<file path="config.mk">
export PLATFORM = sky130hd
export DESIGN_NAME = data_mem_cipher_arbiter
export DESIGN_NICKNAME = d
export VERILOG_FILES = /design/src/rtl/data_mem_cipher_arbiter.sv
export SDC_FILE = /design/constraint.sdc
export NUM_CORES = 1
export LEC_CHECK = 0
export CORE_MARGIN = 1.5
export CORE_UTILIZATION = 49
export CTS_BUF_LIST = sky130_fd_sc_hd__clkbuf_2
export CTS_CLUSTER_SIZE = 8
export DETAILED_ROUTE_END_ITERATION = 12
export PLACE_DENSITY = 0.78
export SLEW_MARGIN = 20
export SYNTH_ARGS = -nofsm -noshare
export SYNTH_HDL_FRONTEND = slang
export SYNTH_SLANG_ARGS = --single-unit
</file>
<file path="constraint.sdc">
create_clock -name clk -period 2.35 [get_ports clk]
set_clock_uncertainty 0.15 [all_clocks]
set_input_delay 0.3525 -clock clk [delete_from_list [all_inputs] [get_ports clk]]
set_output_delay 0.3525 -clock clk [all_outputs]
set_load 0.02 [all_outputs]
</file>
<file path="src/rtl/data_mem_cipher_arbiter.sv">
// data_mem_cipher_arbiter
//   Shares the single data-memory block-cipher core between the read path
//   (decrypt) and the write path (encrypt). Grants one requester at a time,
//   pulses the core start, waits for the core to finish (with a watchdog)
//   and hands a completion level back to the granted requester.
//
// Parameters
//   TIMEOUT_CYCLES  max cycles spent in WAIT before a watchdog abort (>=2)
//   CNT_W           watchdog counter width; must hold TIMEOUT_CYCLES
//
// Ports
//   clk                  in   system clock, all logic on posedge
//   reset                in   synchronous, active-high
//   rd_req / wr_req      in   level requests, held until the matching done
//   rd_grant / wr_grant  out  core owned by that path (START..DONE)
//   rd_done / wr_done    out  result valid, level in DONE for the owner
//   cipher_initializing  in   core key schedule running; blocks new grants
//   cipher_busy          in   core processing; rises the cycle after start
//   cipher_start         out  one-cycle start pulse to the core
//   cipher_mode          out  0 = decrypt, 1 = encrypt; stable START..DONE
//   timeout_err          out  sticky watchdog abort flag, cleared by reset
module data_mem_cipher_arbiter #(
    parameter int unsigned TIMEOUT_CYCLES = 256,
    parameter int unsigned CNT_W          = 9
) (
    input  logic clk,
    input  logic reset,
    input  logic rd_req,
    input  logic wr_req,
    output logic rd_grant,
    output logic wr_grant,
    output logic rd_done,
    output logic wr_done,
    input  logic cipher_initializing,
    input  logic cipher_busy,
    output logic cipher_start,
    output logic cipher_mode,
    output logic timeout_err
);

    typedef enum logic [1:0] {
        S_IDLE  = 2'd0,
        S_START = 2'd1,
        S_WAIT  = 2'd2,
        S_DONE  = 2'd3
    } state_t;

    typedef enum logic {
        OWN_RD = 1'b0,
        OWN_WR = 1'b1
    } owner_t;

    state_t           r_state;
    state_t           w_next_state;
    owner_t           r_owner;
    owner_t           r_last_grant;
    owner_t           w_sel_owner;
    logic [CNT_W-1:0] r_cnt;
    logic             r_timeout_err;
    logic             w_owner_req;
    logic             w_wd_expired;
    logic             w_timeout_hit;

    assign w_owner_req  = (r_owner == OWN_RD) ? rd_req : wr_req;
    assign w_wd_expired = (r_cnt == CNT_W'(TIMEOUT_CYCLES - 1));

    // Round-robin on a tie: the path that was not served last wins.
    always_comb begin
        w_sel_owner = OWN_RD;
        if (rd_req && wr_req) begin
            w_sel_owner = (r_last_grant == OWN_WR) ? OWN_RD : OWN_WR;
        end else if (wr_req) begin
            w_sel_owner = OWN_WR;
        end
    end

    // State register plus the small amount of datapath tied to transitions.
    always_ff @(posedge clk) begin
        if (reset) begin
            r_state       <= S_IDLE;
            r_owner       <= OWN_RD;
            r_last_grant  <= OWN_WR;
            r_cnt         <= '0;
            r_timeout_err <= 1'b0;
        end else begin
            r_state <= w_next_state;
            if (r_state == S_IDLE && w_next_state == S_START) begin
                r_owner <= w_sel_owner;
            end
            if (r_state == S_START) begin
                r_cnt <= '0;
            end else if (r_state == S_WAIT) begin
                r_cnt <= r_cnt + 1'b1;
            end else if (r_state == S_DONE && w_next_state == S_IDLE) begin
                r_cnt        <= '0;
                r_last_grant <= r_owner;
            end
            if (w_timeout_hit) begin
                r_timeout_err <= 1'b1;
            end
        end
    end

    // Next-state logic. cipher_initializing only gates leaving IDLE.
    always_comb begin
        w_next_state  = S_IDLE;
        w_timeout_hit = 1'b0;
        case (r_state)
            S_IDLE: begin
                if (!cipher_initializing && (rd_req || wr_req)) begin
                    w_next_state = S_START;
                end else begin
                    w_next_state = S_IDLE;
                end
            end
            S_START: w_next_state = S_WAIT;
            S_WAIT: begin
                if (!cipher_busy) begin
                    w_next_state = S_DONE;
                end else if (w_wd_expired) begin
                    w_next_state  = S_DONE;
                    w_timeout_hit = 1'b1;
                end else begin
                    w_next_state = S_WAIT;
                end
            end
            S_DONE: w_next_state = w_owner_req ? S_DONE : S_IDLE;
            default: w_next_state = S_IDLE;
        endcase
    end

    // Outputs decoded purely from registered state and owner.
    always_comb begin
        rd_grant     = 1'b0;
        wr_grant     = 1'b0;
        rd_done      = 1'b0;
        wr_done      = 1'b0;
        cipher_start = 1'b0;
        cipher_mode  = 1'b0;
        timeout_err  = r_timeout_err;
        case (r_state)
            S_START, S_WAIT, S_DONE: begin
                rd_grant    = (r_owner == OWN_RD);
                wr_grant    = (r_owner == OWN_WR);
                cipher_mode = (r_owner == OWN_WR);
                if (r_state == S_START) begin
                    cipher_start = 1'b1;
                end
                if (r_state == S_DONE) begin
                    rd_done = (r_owner == OWN_RD);
                    wr_done = (r_owner == OWN_WR);
                end
            end
            default: ;
        endcase
    end

endmodule

</file>
Yosys cells after proc, flatten, opt, wreduce, memory -nomap -nowiden
Cells that the tools add are included.
{"block": "totals", "reg_bits": 14, "in_bits": 6, "word_cells": 48}
{"block": "op_classes", "add_sub_neg": 1, "n_eq_ne": 5, "mux": 22, "bitwise_logic": 3, "n_reduce_logical": 12}
{"op": "$mux W1", "count": 18}
{"op": "$mux W9", "count": 2}
{"op": "$add A9 B1 Y9 const B", "count": 1}
{"op": "$eq A9 B8 Y1 const B", "count": 1}
{"op": "$pmux W2 S4", "count": 1}
{"op": "$eq A2 B1 Y1 const B", "count": 2}
{"op": "$eq A2 B2 Y1 const B", "count": 2}
{"op": "$logic_and A1 B1 Y1", "count": 4}
{"op": "$logic_not A2 Y1", "count": 2}
{"op": "$not A1 Y1", "count": 3}
{"op": "$reduce_and A3 Y1", "count": 1}
{"op": "$reduce_or A3 Y1", "count": 1}
{"op": "$mux W2", "count": 1}
{"op": "$reduce_bool A2 Y1", "count": 1}
{"op": "$reduce_or A2 Y1", "count": 1}
{"op": "$logic_not A1 Y1", "count": 1}
{"op": "$logic_or A1 B1 Y1", "count": 1}

Longest topological paths before layout
{"block": "logic_depth", "word_depth": 8, "depth_mapped": 10, "ltp_nobuf": 9}

Worst setup path before layout
Ideal clock, no wire load.
{"block": "synth_timing", "path_kind": "flip-flop to flip-flop", "from": "register r_cnt[0]", "to": "register r_cnt[6]", "setup_time_ns": 0.125, "t_arrival_ns": 1.902, "setup_slack_ns": 0.173, "path_stages_with_launch": 11, "period_less_slack_ns": 2.177, "path_cell_list": "dfxtp_1 ha_1 and3_1 and3_1 and3_1 ha_1 nor2b_1 o32a_1 a31o_1 buf_4 o221ai_2"}
{"block": "synth_between", "elab_chain_len": 7, "elab_cells_between_ends": 9, "classes_between": "add/sub: 1; eq/ne: 1; mux: 4; reduce/logical: 3"}
{"item": "from (decl)", "line_no": "58", "text": "logic [CNT_W-1:0] r_cnt;"}
{"item": "from (signal assigned)", "line_no": "93", "text": "r_cnt <= r_cnt + 1'b1;"}
{"item": "$eq A9 B8 Y1", "line_no": "65", "text": "assign w_wd_expired = (r_cnt == CNT_W'(TIMEOUT_CYCLES - 1));"}
{"item": "$mux W1", "line_no": "120", "text": "end else if (w_wd_expired) begin"}
{"item": "$mux W1", "line_no": "118", "text": "if (!cipher_busy) begin"}
{"item": "$pmux W2 S4", "line_no": "108", "text": "case (r_state)"}
{"item": "$logic_not A2 Y1", "line_no": "94", "text": "end else if (r_state == S_DONE && w_next_state == S_IDLE) begin"}
{"item": "$logic_and A1 B1 Y1", "line_no": "94"}
{"item": "$reduce_bool A2 Y1 (no line)"}
Parallel ways exist; a longest one is shown, timed or not.
A chain may end at the register's enable or synchronous reset.

Final worst setup path
{"block": "layout_timing", "from": "register r_cnt[1]", "to": "register r_cnt[6]"}
Same word-level chain as after synthesis.

==> metrics.txt <==
outcome finished clean; Worst Path Arrival 2310 ps; Final ANT Viol Nets 0; design area 1080 um^2; # diodes 0; clock buffer count from CTS 3; Adder-Cell Fraction of Synth Area 9.12%; Hold Fails Final Rpt 0; Final nets 129; max_slew headroom 79.0%; FP Rows 14; initial DRC count 12; max cap viols 0; Max Slew Vio Count 0; H-tree levels 1; initial antenna violation count 0; Syn Area/Cell 8.40 um^2; io pins 13; Die ar. 1940 um^2; core area 1540 um^2; Final setup viols 0; leak pwr 0.470 nW; prevailing post-synth register cell dfxtp_1; Vias/cell 5.67; Root Driver clkbuf_2; worst skew pair latency 270 ps; CP Data Required Time 2400 ps; Post-Synth XOR/XNOR Area 2.13%; Yosys reg bits 14; Die X 44.0 um; EDFF count, synth 0; Synth Instances 98; sequential-to-total area share from yosys stat 34.0%; Initial Util 53.4%; RePlAce Congestion 0.789; Clock Tree Buf Depth 2; number of fill cells 111; CP endpoint kind register; Synth warnings 0; cell area after synthesis 823 um^2; Chip Height 44.0 um; FFs w/ async S/R, synth 0%; min-delay worst type register to register; Synth Area in Compound Gates 18.1%; vias in the first global route 622; Synth cell types 32; drt wl/cell 12.9 um; total number of vias 749; pwr dens 410 nW/um^2; clk sink count 14; gr ovfl total 0; first-pass GRT wire length 2.44 mm; Syn-to-layout area delta 31.2%; layout cells sized above 1 19.8%; f_max 443 MHz; Net Count, Synth 110; # port buffers 12; Post-Synth Simple-Gate Area 21.9%; Critical Path Fanout Max 5; final wirelength 1.70 mm; Setup WS post-layout 90.9 ps; Worst-path clk slew 130 ps; drt drc 0; wl on met1 788 um; mux cell area share after synthesis 6.08%; Worst Tran Pin Value 314 ps; crit share post-route 96.1%; Min Clock Period, post-route 2260 ps; Total Routing Usage GR 17.4%; met3 routed WL 73 um; largest family of logic cells by synthesized area simple AND/OR/NAND/NOR gates; WS Path Type register to register; largest net degree at the start of global routing 10; Setup crit start kind register; Detail Placement HPWL 1.23 mm; pre-CTS setup slack 44.9 ps; routed wl met2 831 um; TNS Setup 0 ps; First-pass DRT Iterations 4; RSZ-0062 raised after global routing no; dpl cell area 976 um^2; CTS tree built; Top Metal Used met4; VDD IR max 0.000404 V
[routing by layer]
layer,track usage (%),vias up
li1,-,380
met1,20.8,353
met2,27.9,14
met3,7.50,2
met4,5.45,0
met5,0,-
[worst max-delay path, stage by stage, from the launching register on]
cell	delay, ps
dfxtp_2	380
ha_4	140
and3_4	190
and3_4	190
and3_1	160
ha_2	170
nor2b_1	40
o32a_1	210
a31o_4	270
buf_12	130
o221ai_2	140
[cell usage after synthesis (2+ instances only)]
library cell / n / area share (%)
ha_1: 6 / 9.1
clkbuf_1: 2 / 0.91
nand3_1: 6 / 3.6
o211ai_2: 2 / 3.0
mux2i_1: 2 / 2.4
nand4_1: 2 / 1.5
a31oi_1: 2 / 1.5
nor2b_1: 2 / 1.5
buf_4: 2 / 1.8
mux2_4: 2 / 3.6
nand2_1: 7 / 3.2
dfxtp_1: 14 / 34
o22ai_1: 3 / 2.3
and3_1: 3 / 2.3
inv_1: 13 / 5.9
or3_1: 2 / 1.5
xnor2_1: 2 / 2.1
nor2_1: 11 / 5.0
o21ai_1: 2 / 1.2
[cells by family after synthesis]
kind of cell	count (synthesis)
mux	4
simple gates	37
buf+inv	17
compound gates	18
fa+ha+maj	6
flops	14
xor+xnor	2
[state kept, by name, indices dropped and copies added (netlist names)]
register	flops
timeout_err	1
r_state	2
r_cnt	9
r_last_grant	1
r_owner	1
[area by class of cell]
class	count	area (um^2)	share of cell area (%)
clock inverters	1	3.75	0.348
well taps	16	20.0	1.85
multi-input cells	67	505	46.8
clock buffers	3	15.0	1.39
repair buffers	18	203	18.8
flip-flops and latches	14	284	26.3
inverters	13	48.8	4.52
[power breakdown]
| part | total, mW | internal [mW] | switching (mW) |
|---|---|---|---|
| combinational | 0.0857 | 0.0465 | 0.0392 |
| sequential | 0.246 | 0.241 | 0.00475 |
| clock | 0.112 | 0.0370 | 0.0747 |
| total | 0.443 | 0.325 | 0.119 |
[cell usage in the layout, fill, tap and decap left out, types with 3 or more instances in the layout]
| master | count |
|---|---|
| inv_1 | 13 |
| ha_1 | 4 |
| nor2_1 | 11 |
| o22ai_1 | 3 |
| clkbuf_2 | 3 |
| dfxtp_2 | 3 |
| clkdlybuf4s50_1 | 9 |
| nand2_1 | 7 |
| dfxtp_1 | 11 |
| buf_4 | 4 |
| dlymetal6s2s_1 | 3 |
| nand3_1 | 6 |
[final timing paths]
| path | start | cells past startpoint | endpoint | slack (ps) |
|---|---|---|---|---|
| max reg2reg | r_cnt[1] | 10 | r_cnt[6] | 90 |
| min reg2reg | timeout_err | 2 | timeout_err | 340 |
| min | timeout_err | 2 | timeout_err | 340 |
| max | r_cnt[1] | 10 | r_cnt[6] | 90 |
[stage by stage]
stage | util (%) | cells | total power [mW] | hold WS (ps)
final | 70.0 | 132 | 0.443 | 338
after global routing | 70.0 | 132 | 0.470 | 374
after CTS | 64.6 | 129 | 0.435 | 341
after detailed placement | 63.3 | 125 | 0.322 | 317
after global placement | 63.3 | 125 | 0.321 | 310
after floorplan | - | 98 | 0.292 | 291
[what timing repair did]
action | in CTS | in global routing
pin swaps | 0 | 2
gates cloned | 0 | 1
setup buffers | 0 | 2
endpoints found under the setup margin | 2 | 12
resized for setup | 1 | 11
hold buffers | 0 | 0
Power figures use the tool's default switching activity.
